$ cat config.mk
export PLATFORM = sky130hd
export DESIGN_NAME = xgxs_tx_colgen
export DESIGN_NICKNAME = d
export VERILOG_FILES = /design/src/rtl/xgxs_tx_colgen.sv
export SDC_FILE = /design/constraint.sdc
export NUM_CORES = 1
export LEC_CHECK = 0
export CORE_MARGIN = 1.5
export CORE_UTILIZATION = 40
export DETAILED_ROUTE_END_ITERATION = 10
export GPL_TIMING_DRIVEN = 0
export PLACE_DENSITY = 0.8
export SYNTH_ARGS = -nofsm -noshare
export SYNTH_HDL_FRONTEND = slang
export SYNTH_SLANG_ARGS = --single-unit
$ cat constraint.sdc
create_clock -name clk -period 1.9 [get_ports clk]
set_clock_uncertainty 0.15 [all_clocks]
set_input_delay 0.38 -clock clk [delete_from_list [all_inputs] [get_ports clk]]
set_output_delay 0.38 -clock clk [all_outputs]
set_load 0.05 [all_outputs]
$ cat src/rtl/xgxs_tx_colgen.sv
// XGXS transmit column generator: maps XGMII control characters to 8b10b
// code-group requests and replaces all-idle columns with the ||A||/||K||/||R|| idle pattern.
module xgxs_tx_colgen (
    input  logic        clk,
    input  logic        rst,
    input  logic [31:0] xgmii_txd,
    input  logic [3:0]  xgmii_txc,
    output logic [31:0] tx_data,
    output logic [3:0]  tx_konst,
    output logic        tx_col_is_idle
);

    localparam logic [7:0] SYM_IDLE = 8'h07;
    localparam logic [7:0] SYM_S    = 8'hFB;
    localparam logic [7:0] SYM_T    = 8'hFD;
    localparam logic [7:0] SYM_E    = 8'hFE;
    localparam logic [7:0] SYM_Q    = 8'h9C;
    localparam logic [7:0] SYM_K    = 8'hBC;
    localparam logic [7:0] SYM_A    = 8'h7C;
    localparam logic [7:0] SYM_R    = 8'h1C;

    // The state register doubles as the previous-column classification.
    typedef enum logic {
        ST_DATA = 1'b0,
        ST_IDLE = 1'b1
    } state_t;

    state_t      state_q, state_d;
    logic [4:0]  a_cnt_q, a_cnt_d;
    logic [6:0]  prbs_q, prbs_d;
    logic [31:0] data_q, data_d;
    logic [3:0]  konst_q, konst_d;
    logic        col_is_idle;
    logic [7:0]  idle_char;

    // Returns {konst, byte} for one lane of a non-idle column.
    function automatic logic [8:0] map_lane(input logic [7:0] b, input logic c, input logic is_lane0);
        if (!c) begin
            return {1'b0, b};
        end
        case (b)
            SYM_S:               return is_lane0 ? {1'b1, SYM_S} : {1'b1, SYM_E};
            SYM_T, SYM_E, SYM_Q: return {1'b1, b};
            SYM_IDLE:            return {1'b1, SYM_K};
            default:             return {1'b1, SYM_E};
        endcase
    endfunction

    always_comb begin
        // NOTE: every signal gets a default first so no path leaves it unassigned (no latches).
        col_is_idle = (xgmii_txc == 4'hF) && (xgmii_txd == {4{SYM_IDLE}});
        idle_char   = SYM_K;
        a_cnt_d     = (a_cnt_q == 5'd0) ? 5'd0 : a_cnt_q - 5'd1;
        prbs_d      = prbs_q;
        data_d      = '0;
        konst_d     = '0;
        state_d     = col_is_idle ? ST_IDLE : ST_DATA;

        if (col_is_idle) begin
            if (a_cnt_q == 5'd0) begin
                idle_char = SYM_A;
                a_cnt_d   = {1'b1, prbs_q[3:0]};
            end else if (state_q == ST_DATA || prbs_q[0]) begin
                idle_char = SYM_K;
            end else begin
                idle_char = SYM_R;
            end
            prbs_d  = {prbs_q[5:0], prbs_q[6] ^ prbs_q[5]};
            data_d  = {4{idle_char}};
            konst_d = 4'hF;
        end else begin
            for (int n = 0; n < 4; n++) begin
                {konst_d[n], data_d[8*n +: 8]} = map_lane(xgmii_txd[8*n +: 8], xgmii_txc[n], n == 0);
            end
        end
    end

    // NOTE: sequential state uses non-blocking assignments so all flops update together.
    always_ff @(posedge clk) begin
        if (rst) begin
            state_q <= ST_DATA;
            a_cnt_q <= 5'd0;
            prbs_q  <= 7'h7F;
            data_q  <= {4{SYM_K}};
            konst_q <= 4'hF;
        end else begin
            state_q <= state_d;
            a_cnt_q <= a_cnt_d;
            prbs_q  <= prbs_d;
            data_q  <= data_d;
            konst_q <= konst_d;
        end
    end

    assign tx_data        = data_q;
    assign tx_konst       = konst_q;
    assign tx_col_is_idle = (state_q == ST_IDLE);

endmodule

# Word level (Yosys, flattened, before mapping)
# Cells that the tools add are included.
word_totals:
  regBits: 49
  latchBits: 0
  mem_bits_rw: 0
  rom_bits: 0
  inputBits: 38
  output_inout_bits: 37
  n_memories: 0
op_classes:
  add_sub_neg: 1
  mul: 0
  n_div: 0
  magnitude_cmp: 0
  eq_ne: 19
  n_shift: 0
  muxes: 27
  n_bitwise: 2
  reduce_logical: 8
ops:
  columns: ["operator", "count"]
  rows:
  - ["== test 8 bit (second input constant)", 13]
  - ["2-to-1 mux 9 bit", 8]
  - ["one-hot mux 8 bit (2 select lines)", 3]
  - ["== test 32 x 27 -> 1 bit (second input constant)", 1]
  - ["== test 8 x 3 -> 1 bit (second input constant)", 4]
  - ["2-to-1 mux 32 bit", 1]
  - ["one-hot mux 8 bit (3 select lines)", 1]
  - ["2-to-1 mux 8 bit", 2]
  - ["2-to-1 mux 5 bit", 3]
  - ["OR reduction 3 bit", 4]
  - ["2-to-1 mux 1 bit", 9]
  - ["logical NOT 5 bit", 1]
  - ["subtractor 5 x 1 -> 5 bit (second input constant)", 1]
  - ["== test 4 bit (second input constant)", 1]
  - ["OR reduction 2 bit", 1]
  - ["logical AND 1 bit", 1]
  - ["logical OR 1 bit", 1]
  - ["NOT 1 bit", 1]
  - ["XOR 1 bit", 1]

# Logic depth before layout (Yosys ltp)
# Gate-level depths: netlist (run 1).
logic_depth:
  depth_word: 5
  depth_mapped: 6
  depth_no_buf: 6

# Least setup slack after synthesis (run 1)
# No wires, ideal clock.
synth_timing:
  path_type: "input-to-reg"
  from: "input xgmii_txd[28]"
  to: "register prbs_q[2]"
  t_arrival_ps: 1869
  required_ps: 1678
  setup_slack_ps: -191
  path_stages: 6
  path_buffers: 2
  cell_sequence: "or4b_4 > nor4_4 > and3_1 > buf_6 > buf_12 > mux2i_1"
synth_via:
  elab_chain_len: 2
synth_lines:
  columns: ["element", "line", "text"]
  rows:
  - ["start, declared", "6", "input logic [31:0] xgmii_txd,"]
  - ["== test 32 x 27 -> 1 bit", "51", "col_is_idle = (xgmii_txc == 4'hF) && (xgmii_txd == {4{SYM_IDLE}});"]
  - ["logical AND 1 bit", "51", null]
  - ["end signal, assigned", "89", "prbs_q <= prbs_d;"]
  - ["end, declared", "30", "logic [6:0] prbs_q, prbs_d;"]
# Every way passes these cells.
# A chain may end at the register's enable or synchronous reset.

# Worst setup path in the final report (run 1)
layout_timing:
  from: "input xgmii_txd[31]"
  to: "register prbs_q[3]"
# Same word-level chain as after synthesis.

==> reports/qor.txt, run 1 <==
Worst hold path type: input pin to register
Final setup fails: 7
CP Capture Type: register
Asr flop ratio synth: 0
Most numerous cell in the Yosys netlist: dfxtp_1
Post-route design area: 3090 um2
Max Cap Violations: 0
Die X: 74.5 um
Critical path class: input pin to register
RSZ-0062 raised after global routing: yes
Synthesized cell area: 2040 um2
WL final: 5510 um
Period Utilization, post-route: 1.02
Top FF cell, synth: dfxtp_1
Distinct cells, synth: 49
Starting Density: 0.424
Leak: 1.29 nW
Syn nets: 248
Final Power: 0.00266 W
Worst setup margin: -0.0403 ns
Die area: 5550 um2
Pin count of the biggest net entering global routing: 14
Mapped Cells: 209
Post-DP HPWL: 3810 um
CTS clk-pin slew, worst paths: 0.08 ns
First-iteration detailed-routing DRC count: 70
GRT Total Usage: 0.205
Slew at the pin closest to its max-slew limit: 0.538 ns
Max Fanout on Critical Path: 5
First-pass GRT wire length: 8610 um
Synth cell count leaders: dfxtp_1, nor2_1, nor3_1
DR DRC count: 0
Total CTS buffers: 5
Antenna cell count: 0
Remaining antenna violation count after routing: 0
Mean Syn Cell Area: 9.78 um2
Synth area leaders: dfxtp_1, nor2_1, mux2i_1, nor3_1, or3_1
Fin. max-slew vios: 0
H-tree depth: 2
Syn-to-layout area delta: 51.2%
FP Rows: 25
CTS tree: built
Placed Instance Area: 2860 um2
Wirelength per Cell: 14.8 um
Total grt overflow: 0
Clk_lat worst skew: 0.30 ns
Non-filler cells, final: 373
Layout cells sized above 1: 0.239
DP Worst Slack: -0.828 ns
Post-Place Cells: 349
Number of global-route vias before repair: 1861
I/O Buffers: 73
Req. time, crit path: 1.98 ns
Fmax achieved: 0.515 GHz
Area leader, netlist: dfxtp_1
Core area: 4820 um2
EDFF count, synth: 0
Vias per Instance: 5.28
Final net count: 344
Final Hold Viols: 0
Register area share after synthesis: 0.480
P per Cell Area: 862 nW/um2
I/O Pins: 75
Yosys Warn Count: 0
Fillcell total: 425
Arrival @ worst endpoint: 2.02 ns
Share of the synthesized area in the top cell type: 0.480
Failing checks: negative setup slack
Min Tclk post-route: 1.94 ns
Flops & latches, synth: 49
GP Congestion: 0.770
Peak supply drop: 524 uV
Run status: finished with violations
Startpoint types: input pin
Hold slack: 0.137 ns
Slew margin rel.: 0.641
First-pass iteration count of the detailed router: 4
Clock sinks: 49
Die H: 74.5 um
Hold buffers post-CTS: 0
Initial antenna violation count: 0
CTS Root Cell: clkbuf_8
Max clock buf depth: 2
Via Count: 1968
sequential cells by signal, summed over array words and instances, names as in the netlist:
| signal | flops |
|---|---|
| tx_col_is_idle | 1 |
| prbs_q | 7 |
| tx_data | 32 |
| a_cnt_q | 5 |
| tx_konst | 4 |
report_power, final:
part           leakage [nW]  switching [W]  total [W]  internal, W
logic                 0.850       0.000492   0.000925     0.000433
registers             0.404      0.0000528    0.00116      0.00111
clock network        0.0395       0.000318   0.000580     0.000262
total                  1.29       0.000862    0.00266      0.00180
repair_timing:
item	CTS	global route
gates resized for setup	123	23
pin swaps	9	9
hold endpoints to repair	0	0
setup buffers	11	4
gates cloned	1	0
endpoints found under the setup margin	76	29
critical path, stage by stage:
cell and delay, ns:
buf_6 0.09, or4b_4 0.56, nor4_4 0.31, and3_4 0.23, buf_8 0.13, buf_12 0.13, mux2i_1 0.17
routing by layer:
metal  wire (um)  GRT usage  share of wire
met2        2820      0.352           0.51
met1        2310      0.249           0.42
met4          82     0.0768          0.015
met3         294     0.0501          0.053
met5           0          0              0
through the flow:
stage	utilization	TNS, ns
detailed placement	0.594	-25.79
global placement	0.594	-24.72
finish	0.642	-0.178
global route	0.642	-0.754
floorplan	-	-2.07
CTS	0.633	-0.0368
cells by family after synthesis:
kind of cell               after synthesis  synth area share
xor gates and xnor gates                 7            0.0300
muxes                                    7            0.0343
AOI/OAI and AO/OA                       38             0.127
and+or+nand+nor                         93             0.286
adders and majority gates                1           0.00612
buffers and inverters                   14            0.0373
DFF                                     49             0.480
area by class of cell:
cell class / count / area [um2] / area share
Buffer: 6 / 50.0 / 0.0162
Inverter: 8 / 30.0 / 0.00971
Multi-Input combinational cell: 146 / 1110 / 0.361
Sequential cell: 49 / 981 / 0.317
Timing Repair Buffer: 89 / 752 / 0.243
Tap cell: 67 / 83.8 / 0.0271
Clock buffer: 8 / 80.1 / 0.0259
placed cells by master (no fill, tap or decap), types with 3 or more instances in the layout:
master,count
o21ai_0,6
or2_2,6
a21oi_1,8
inv_1,8
or4b_4,4
buf_4,14
clkbuf_8,5
dlygate4sd2_1,53
nand2_1,7
a22oi_2,3
and3_1,3
clkbuf_1,7
xor2_1,3
xnor2_1,4
nand4_1,5
a211oi_1,4
nor4_1,3
clkdlybuf4s15_1,3
dfxtp_1,49
mux2i_1,7
nand3_1,3
buf_2,8
nor2_1,18
or3_1,9
nor3_1,12
clkbuf_2,6
path summary, 6_finish.rpt:
kind                               startpoint          end  slack [ns]  cells after the start
worst max-delay path            xgmii_txd[31]    prbs_q[3]       -0.04                      7
worst min-delay path            xgmii_txd[20]  tx_data[20]        0.14                      2
worst max register to register     a_cnt_q[0]  tx_data[14]        0.06                      7
worst min register to register      prbs_q[2]   a_cnt_q[2]        0.35                      1
(Power assumes the default switching activity.)
==> run 2: changes to the inputs <==
--- a/config.mk
+++ b/config.mk
@@ -5,6 +5,7 @@
 export SDC_FILE = /design/constraint.sdc
 export NUM_CORES = 1
 export LEC_CHECK = 0
+export CAP_MARGIN = 20
 export CORE_MARGIN = 1.5
 export CORE_UTILIZATION = 40
 export DETAILED_ROUTE_END_ITERATION = 10
==> results of run 2 <==
Same layout as run 1: the final DEF is identical, and so are final timing and power.
